### src/rtl/registered_nx1_mux.sv
// Registered N-to-1 mux with valid/ready per channel, fixed-select or round-robin grant.
// Optional even-parity output Out_Parity when MUX_PARITY_EN is defined.
module registered_nx1_mux #(
  parameter int WIDTH    = 4,
  parameter int CHANNELS = 4,
  parameter int SEL_W    = 2
) (
  input  logic                      Clock,
  input  logic                      Reset,
  input  logic [CHANNELS*WIDTH-1:0] In_Data,
  input  logic [CHANNELS-1:0]       In_Valid,
  output logic [CHANNELS-1:0]       In_Ready,
  input  logic [SEL_W-1:0]          Select,
  input  logic                      Mode,
  output logic [WIDTH-1:0]          Out,
  output logic                      Out_Valid,
  input  logic                      Out_Ready,
`ifdef MUX_PARITY_EN
  output logic                      Out_Parity,
`endif
  output logic [SEL_W-1:0]          Out_Channel
);

  localparam int unsigned CH = CHANNELS;

  logic [WIDTH-1:0] out_q, out_d;
  logic             out_vld_q, out_vld_d;
  logic [SEL_W-1:0] out_ch_q, out_ch_d;
  logic [SEL_W-1:0] ptr_q, ptr_d;
  logic             load;
  logic             grant_vld;
  logic [SEL_W-1:0] grant;
  logic [WIDTH-1:0] sel_data;

  assign load = !out_vld_q || Out_Ready;

  // Round-robin: offset i from ptr wraps onto channel k when ptr+i is k or k+CH.
  always_comb begin
    grant_vld = 1'b0;
    grant     = '0;
    if (!Mode) begin
      for (int unsigned k = 0; k < CH; k++) begin
        if (32'(Select) == k && In_Valid[k]) begin
          grant_vld = 1'b1;
          grant     = SEL_W'(k);
        end
      end
    end else begin
      for (int unsigned i = 0; i < CH; i++) begin
        for (int unsigned k = 0; k < CH; k++) begin
          if (!grant_vld && In_Valid[k] &&
              ((32'(ptr_q) + i == k) || (32'(ptr_q) + i == k + CH))) begin
            grant_vld = 1'b1;
            grant     = SEL_W'(k);
          end
        end
      end
    end
  end

  always_comb begin
    sel_data = '0;
    In_Ready = '0;
    for (int unsigned k = 0; k < CH; k++) begin
      if (grant == SEL_W'(k)) begin
        sel_data    = In_Data[k*WIDTH +: WIDTH];
        In_Ready[k] = load && grant_vld;
      end
    end
  end

  always_comb begin
    out_d     = out_q;
    out_vld_d = out_vld_q;
    out_ch_d  = out_ch_q;
    ptr_d     = ptr_q;
    if (load) begin
      out_vld_d = grant_vld;
      if (grant_vld) begin
        out_d    = sel_data;
        out_ch_d = grant;
        if (Mode) begin
          ptr_d = (32'(grant) == CH - 1) ? '0 : grant + 1'b1;
        end
      end
    end
  end

  always_ff @(posedge Clock or posedge Reset) begin
    if (Reset) begin
      out_q     <= '0;
      out_vld_q <= 1'b0;
      out_ch_q  <= '0;
      ptr_q     <= '0;
    end else begin
      out_q     <= out_d;
      out_vld_q <= out_vld_d;
      out_ch_q  <= out_ch_d;
      ptr_q     <= ptr_d;
    end
  end

`ifdef MUX_PARITY_EN
  logic par_q, par_d;

  always_comb begin
    par_d = par_q;
    if (load && grant_vld) begin
      par_d = ^sel_data;
    end
  end

  always_ff @(posedge Clock or posedge Reset) begin
    if (Reset) begin
      par_q <= 1'b0;
    end else begin
      par_q <= par_d;
    end
  end

  assign Out_Parity = par_q;
`endif

  assign Out         = out_q;
  assign Out_Valid   = out_vld_q;
  assign Out_Channel = out_ch_q;

endmodule
### config.mk
export PLATFORM = sky130hd
export DESIGN_NAME = registered_nx1_mux
export DESIGN_NICKNAME = d
export VERILOG_FILES = /design/src/rtl/registered_nx1_mux.sv
export SDC_FILE = /design/constraint.sdc
export NUM_CORES = 1
export LEC_CHECK = 0
export ABC_AREA = 0
export BUFFER_PORTS_ARGS = -buffer_cell sky130_fd_sc_hd__buf_2
export CORE_MARGIN = 2
export CORE_UTILIZATION = 40
export CTS_BUF_LIST = sky130_fd_sc_hd__clkbuf_4 sky130_fd_sc_hd__clkbuf_8 sky130_fd_sc_hd__clkbuf_16
export DETAILED_ROUTE_END_ITERATION = 12
export GPL_TIMING_DRIVEN = 0
export PLACE_DENSITY = 0.78
export SETUP_SLACK_MARGIN = 0.2
export SLEW_MARGIN = 20
export SYNTH_ARGS = -nofsm -noshare
export SYNTH_HDL_FRONTEND = slang
export SYNTH_SLANG_ARGS = --single-unit
### constraint.sdc
create_clock -name Clock -period 2.62 [get_ports Clock]
set_input_delay 0.262 -clock Clock [delete_from_list [all_inputs] [get_ports Clock]]
set_output_delay 0.262 -clock Clock [all_outputs]
set_load 0.01 [all_outputs]
Word level (Yosys, flattened, before mapping) --
Cells that the tools add are included.
Word-level totals: bits in registers 9, output and inout port bits 11, logic and storage cells 175
Operators by class: add/sub/neg operators 4, eq/ne operators 30, muxes and demuxes 64, reductions and logical operators 73
Operators by type and width (number):
- == test 32 x 3 -> 1 bit, second input constant | 9
- == test 32 x 2 -> 1 bit, second input constant | 6
- logical NOT 32 bit | 4
- == test 32 x 1 -> 1 bit, second input constant | 3
- two-way mux 1 bit | 42
- logical AND 1 bit | 36
- two-way mux 2 bit | 18
- logical NOT 1 bit | 16
- two-way mux 4 bit | 4
- logical OR 1 bit | 13
- == test 2 bit, second input constant | 6
- == test 3 bit, second input constant | 3
- adder 2 x 2 -> 3 bit, second input constant | 2
- == test 2 x 1 -> 1 bit, second input constant | 3
- logical NOT 2 bit | 2
- adder 2 x 1 -> 3 bit, second input constant | 1
- AND reduction 3 bit | 1
- adder 2 x 1 -> 2 bit, second input constant | 1
- AND reduction 2 bit | 1

Longest topological paths before layout --
Gate-level depths: netlist of the first run.
depth in word-level cells 84, gate-level depth with buffers 10, mapped depth without buffers 9

Least setup slack after synthesis of the first run --
Ideal clock, no wire load.
kind reg-to-reg, start reg ptr_q[1], end reg out_q[0] (netlist: Out[0]), library setup time 0.125 ns, arrival 2.074 ns, data required time 2.495 ns, setup slack 0.422 ns, stages on the path, launching flop included 10, path through dfrtp_1 > or3b_2 > o221ai_1 > o22ai_1 > inv_1 > ha_1 > clkbuf_1 > a21oi_1 > a22o_1 > mux2_2
On the way: cells in the longest elaborated chain, start to end 84
Ends and longest elaborated chain:
- start: declaration | line 29 | logic [SEL_W-1:0] ptr_q, ptr_d;
- start signal: assignment | line 99 | ptr_q <= ptr_d;
- logical NOT 32 bit | line 52 | ((32'(ptr_q) + i == k) || (32'(ptr_q) + i == k + CH))) begin
- logical AND 1 bit | line 51 | if (!grant_vld && In_Valid[k] &&
- two-way mux 1 bit | line 51
- two-way mux 1 bit | line 41 | if (!Mode) begin
- logical NOT 1 bit | line 51
- logical AND 1 bit (2 in a row) | line 51
- two-way mux 1 bit | line 51
- two-way mux 1 bit | line 41
- (+65 left out)
- logical NOT 1 bit | line 51
- logical AND 1 bit (2 in a row) | line 51
- two-way mux 2 bit * | line 51
- two-way mux 2 bit * | line 41
- net grant[0] | line 32 | logic [SEL_W-1:0] grant;
- logical NOT 2 bit | line 65 | if (grant == SEL_W'(k)) begin
- two-way mux 4 bit (3 in a row) | line 65
- two-way mux 4 bit * | line 65
- end signal: assignment | line 96 | out_q <= out_d;
- end: declaration | line 26 | logic [WIDTH-1:0] out_q, out_d;
The timed path passes the listed nets; every way through them passes the cells marked *. The select of a mux whose other input is x is not followed. A chain may end at the register's enable or synchronous reset.

Final worst setup path of the first run --
start reg ptr_q[1], end reg out_q[1] (netlist: Out[1])
Same word-level chain as after synthesis.

==> impl_metrics.json, run 1 <==
{
  "status": "completed",
  "max_slew_margin": 0.7417,
  "muxShareOfSynthArea": 0.1791,
  "slowest_delay_ns": 0.43,
  "layout-drive-gt1-share": 0.6050,
  "ios": 37,
  "synthXorXnorAreaFrac": 0,
  "r2r-end": "Out[1]",
  "ir_drop_mv": 0.4001,
  "hold_viol": 0,
  "grt_pass1_wl_um": 2580,
  "place.gp.congestion": 0.7545,
  "avgSynthCellArea_um2": 9.746,
  "power_leakage_nw": 0.5229,
  "grt.overflow.total": 0,
  "die_y_um": 47.03,
  "skew_ns": 0.01050,
  "synthToLayoutAreaGrowth_pct": 47.47,
  "die_x_um": 47.03,
  "crit_path_end_kind": "flop",
  "drtPass1Iterations": 4,
  "num_vias": 762,
  "path_clk_slew_ns": 0.06,
  "die_area_um2": 2212,
  "crit_fanout": 7,
  "fin_nets": 150,
  "async_flop_share": 1.000,
  "worstSetupEndpoint": "Out[1]",
  "start_kind": "flop",
  "synth-seq-cells": 9,
  "holdCritStartpoint": "Mode",
  "reg2regPathDepth": 9,
  "htreeDepth": 1,
  "synthAdderAreaFrac": 0.06757,
  "grt_pass1_vias": 658,
  "fmax_mhz": 431.9,
  "worst_ep_arrival_time_ns": 2.46,
  "maxCapViolCount": 0,
  "synth-main-ff-cell": "dfrtp_1",
  "layout_common_cells": "buf_2, dfrtp_1, mux2_2, nand2_1, inv_1",
  "coreArea_um2": 1727,
  "synth_top_family_by_area": "simple AND/OR/NAND/NOR gates",
  "antenna_cells": 0,
  "worstMarginPinSlew_ns": 0.3862,
  "route.detailed.drc": 0,
  "path_class": "reg -> reg",
  "synthCells": 76,
  "rsz0062_at_grt": "false",
  "rows": 15,
  "initial_core_util": 0.4290,
  "synth_compound_area_frac": 0.1943,
  "grt_max_degree": 11,
  "yosys.area_share.simple": 0.2095,
  "yosysUniqueCellTypes": 31,
  "crit_required_ns": 2.76,
  "grtUsageTotal": 0.1607,
  "cp_cell_sequence": "mux2i_2, o221ai_4, o22ai_4, inv_2, ha_1, nor2b_4, a221oi_1, o31ai_1, mux2_2",
  "layout_min_cycle_time_ns": 2.315,
  "hp-class": "in -> reg",
  "clkLatencyLatePin_ns": 0.26,
  "antenna_found_initial": 0,
  "powerDensity_nw_per_um2": 698.1,
  "setup_viol": 0,
  "mostFrequentLayoutCell": "buf_2",
  "cts_buffers": 3,
  "slowest_stage": "dfrtp_2",
  "utilization": 0.6326,
  "cts_tree": "built",
  "cp-startpoint": "ptr_q[1]",
  "avgRoutedWirePerCell_um": 12.65,
  "synth_nets": 106,
  "viasPerCell": 5.292,
  "clock_sinks": 9,
  "detail-route-antenna-nets": 0,
  "clk_path_buf_depth": 2,
  "seq_area_frac_synth": 0.3041,
  "place_hpwl_um": 1363,
  "drt-initial-drc-count": 11,
  "drv_slew": 0,
  "finalWirelength_um": 1821,
  "tns_ns": 0,
  "synth_edf_count": 0,
  "r2r_slack_ns": 0.30,
  "cts-root-buf": "clkbuf_4",
  "syn_area_um2": 740.7,
  "timing.rr.start": "ptr_q[1]",
  "numPortBuffers": 36,
  "yosys_warnings": 0,
  "fin_crit_sh": 0.8838
}
stage by stage:
stage	cells	area, um2	power (mW)	hold slack, ns	setup WS, ns
5_1_grt	144	1092	0.8206	0.3544	0.1831
3_3_place_gp	137	952.2	0.5548	0.2316	0.2144
6_report	144	1092	0.7626	0.3398	0.3045
2_1_floorplan	76	740.7	0.4527	0.08992	0.4216
3_5_place_dp	137	952.2	0.5676	0.2344	0.08518
4_1_cts	142	1017	0.7080	0.3471	0.2110
report_power, final:
part	leakage (nW)	internal, mW	switching, mW
Clock	0.0184	0.0690	0.0480
Sequential	0.106	0.198	0.0485
Combinational	0.398	0.213	0.187
synthesized netlist by cell type, types with 2 or more instances:
cell type	count	area [um2]
inv_1	7	26.28
a221oi_1	3	26.28
o22ai_1	2	12.51
mux2i_1	2	20.02
nand2_1	7	26.28
ha_1	4	50.05
mux2_2	8	90.09
nor2b_1	4	25.02
a21oi_1	3	15.01
o21ai_0	2	10.01
dfrtp_1	9	225.2
and2_2	4	30.03
o31ai_1	3	22.52
state kept, by name, indices dropped and copies added (netlist names):
| signal | count |
|---|---|
| Out | 4 |
| Out_Channel | 2 |
| Out_Valid | 1 |
| ptr_q | 2 |
layer usage:
layer | track usage | wire [um] | vias up
li1 | - | - | 364
met1 | 0.1794 | 729 | 368
met2 | 0.2959 | 994 | 27
met3 | 0.03077 | 83 | 3
met4 | 0.06667 | 14 | 0
met5 | 0 | 0 | -
worst max-delay path, delay by kind of cell, from the launching register on:
family	cells	cell delay, ns
AO/OA/AOI/OAI	4	0.76
multiplexers	2	0.55
flip-flops	1	0.43
adder cells (fa/ha/maj)	1	0.23
AND/OR/NAND/NOR	1	0.14
buffers and inverters	1	0.10
worst min path at each step:
| stage | to | slack [ns] | depth (start not counted) |
|---|---|---|---|
| 2_1_floorplan | Out[0] | 0.09 | 1 |
| 3_3_place_gp | Out_Channel[1] | 0.23 | 2 |
| 3_5_place_dp | Out_Channel[1] | 0.23 | 2 |
| 4_1_cts | Out_Valid | 0.35 | 3 |
| 5_1_grt | Out[1] | 0.35 | 4 |
| 6_report | Out_Valid | 0.34 | 3 |
cell families after synthesis:
family	count (synthesis)
and+or+nand+nor	24
AOI/OAI and AO/OA	19
muxes	11
buffers and inverters	9
DFF	9
adders and majority gates	4
what timing repair did:
| action | 4_1_cts | 5_1_grt |
|---|---|---|
| setup buffers | 0 | 2 |
| pin swaps | 2 | 3 |
| setup endpoints to repair | 8 | 8 |
| gates resized for setup | 9 | 12 |
| hold endpoints to repair | 9 | 0 |
| hold buffers | 1 | 0 |
cell type report:
cell class | count | area (um2)
Buffer | 2 | 18.77
Clock buffer | 4 | 30.03
Fill cell | 147 | 634.4
Inverter | 7 | 26.28
Multi-Input combinational cell | 58 | 554.3
Sequential cell | 9 | 226.5
Tap cell | 25 | 31.28
Timing Repair Buffer | 39 | 205.2
Power figures use the tool's default switching activity.
==> run 2: changes to the inputs <==
PLACE_DENSITY = 0.82   (was 0.78)
==> impl_metrics.json, run 2 (same netlist as run 1, synthesis figures left out) <==
{
  "status": "completed",
  "fin_crit_sh": 0.9157,
  "detail-route-antenna-nets": 0,
  "fmax_mhz": 416.8,
  "largest_reg_flops": 4,
  "worst-path-buf-inv": 3,
  "crit_required_ns": 2.76,
  "hold-path-endpoint": "Out[1]",
  "path_clk_slew_ns": 0.07,
  "drt-initial-drc-count": 9,
  "tns_ns": 0,
  "critical-path-top-delay-family": "compound AO/OA/AOI/OAI gates",
  "num_vias": 748,
  "mostFrequentLayoutCell": "buf_2",
  "reg2regPathDepth": 10,
  "coreArea_um2": 1727,
  "die_area_um2": 2212,
  "route.detailed.drc": 0,
  "cts_buffers": 3,
  "pre_cts_ws_ns": 0.1426,
  "dp.cells": 137,
  "antenna_found_initial": 0,
  "power_leakage_nw": 0.5476,
  "drv_slew": 0,
  "grt_max_degree": 11,
  "finalWirelength_um": 1900,
  "drtPass1Iterations": 4,
  "worstMarginPinSlew_ns": 0.4305,
  "holdPathStages": 4,
  "cp_cell_sequence": "a21boi_0, o221ai_2, o22ai_2, inv_2, ha_2, buf_6, buf_4, a221oi_2, o31ai_2, mux2_2",
  "grt.overflow.total": 0,
  "crit_path_end_kind": "flop",
  "clkLatencyLatePin_ns": 0.26,
  "holdCritStartpoint": "In_Data[13]",
  "slowest_stage": "dfrtp_2",
  "hp-class": "in -> reg",
  "place.gp.congestion": 0.7613,
  "start_kind": "flop",
  "cts_tree": "built",
  "grt_pass1_vias": 622,
  "slowest_delay_ns": 0.45,
  "nFillCells": 144,
  "viasPerCell": 5.020,
  "avgRoutedWirePerCell_um": 12.75,
  "numPortBuffers": 36,
  "htreeDepth": 1,
  "clk_path_buf_depth": 2,
  "instances_no_fill": 149,
  "final_cell_area_um2": 1112,
  "maxCapViolCount": 0,
  "finalWorstSetupSlack_ns": 0.2208,
  "powerDensity_nw_per_um2": 709.3,
  "clock_sinks": 9,
  "place_area_um2": 952.2,
  "ios": 37,
  "ir_drop_mv": 0.4030,
  "r2r-end": "Out[3]",
  "die_x_um": 47.03,
  "grt_pass1_wl_um": 2642,
  "initial_core_util": 0.4290,
  "grtUsageTotal": 0.1712,
  "rsz0062_at_grt": "false",
  "skew_ns": 0.01098,
  "rows": 15,
  "die_y_um": 47.03,
  "synthToLayoutAreaGrowth_pct": 50.17,
  "layout_min_cycle_time_ns": 2.399,
  "crit_fanout": 7,
  "antenna_cells": 0,
  "timing.rr.start": "ptr_q[1]",
  "max_slew_margin": 0.7120,
  "setup_viol": 0,
  "cts-root-buf": "clkbuf_4",
  "layout-drive-gt1-share": 0.6371,
  "layout_common_cells": "buf_2, dfrtp_1, buf_4, mux2_2, nand2_1",
  "utilization": 0.6442,
  "worst_ep_arrival_time_ns": 2.54,
  "path_class": "reg -> reg",
  "hold_viol": 0,
  "place_hpwl_um": 1363,
  "fin_nets": 155,
  "r2r_slack_ns": 0.22
}
==> run 2: report_power, final <==
part	internal (mW)	leakage [nW]	total, mW	switching, mW
sequential	0.198	0.106	0.240	0.0425
clock	0.0690	0.0184	0.119	0.0497
combinational	0.237	0.423	0.430	0.194
==> run 2: per-stage QoR <==
| stage | power [mW] | hold slack (ns) |
|---|---|---|
| 5_1_grt | 0.8552 | 0.3619 |
| 3_3_place_gp | 0.5515 | 0.2306 |
| 3_5_place_dp | 0.5669 | 0.2418 |
| 6_report | 0.7889 | 0.3543 |
| 2_1_floorplan | 0.4527 | 0.08992 |
| 4_1_cts | 0.6953 | 0.3488 |
==> run 2: what timing repair did <==
action,CTS,global route
pin swaps,1,3
hold buffers,1,0
setup buffers,0,7
cloned,0,0
hold endpoints to repair,9,0
resized for setup,5,17
setup endpoints to repair,7,8
==> run 2: final cells by class <==
class                   count  area [um2]  area share
plain buffers               2       18.77     0.01687
clock buffers               4       30.03     0.02700
inverters                   7       26.28     0.02362
multi-input cells          58       536.8      0.4826
flip-flops and latches      9       226.5      0.2036
well taps                  25       31.28     0.02812
repair buffers             44       242.7      0.2182
==> run 2: worst max path at each step <==
| stage | start | endpoint | slack, ns | depth (start not counted) |
|---|---|---|---|---|
| floorplan | ptr_q[1] | Out[0] | 0.42 | 9 |
| global placement | ptr_q[1] | Out[0] | 0.23 | 9 |
| detailed placement | ptr_q[1] | Out[0] | 0.14 | 10 |
| CTS | ptr_q[1] | In_Ready[2] | 0.20 | 8 |
| global route | ptr_q[1] | Out[3] | 0.08 | 11 |
| finish | ptr_q[1] | Out[3] | 0.22 | 10 |
==> run 2: worst min-delay path, cell delays in order <==
cell     delay (ns)
buf_2          0.07
nand2_1        0.05
o31ai_1        0.05
mux2_2         0.14
==> run 2: metal layers <==
layer,wire length [um],global-route usage,share of wire
met1,805,0.2230,0.42
met2,998,0.2795,0.53
met3,78,0.05769,0.041
met4,17,0.03333,0.0089
met5,0,0,0
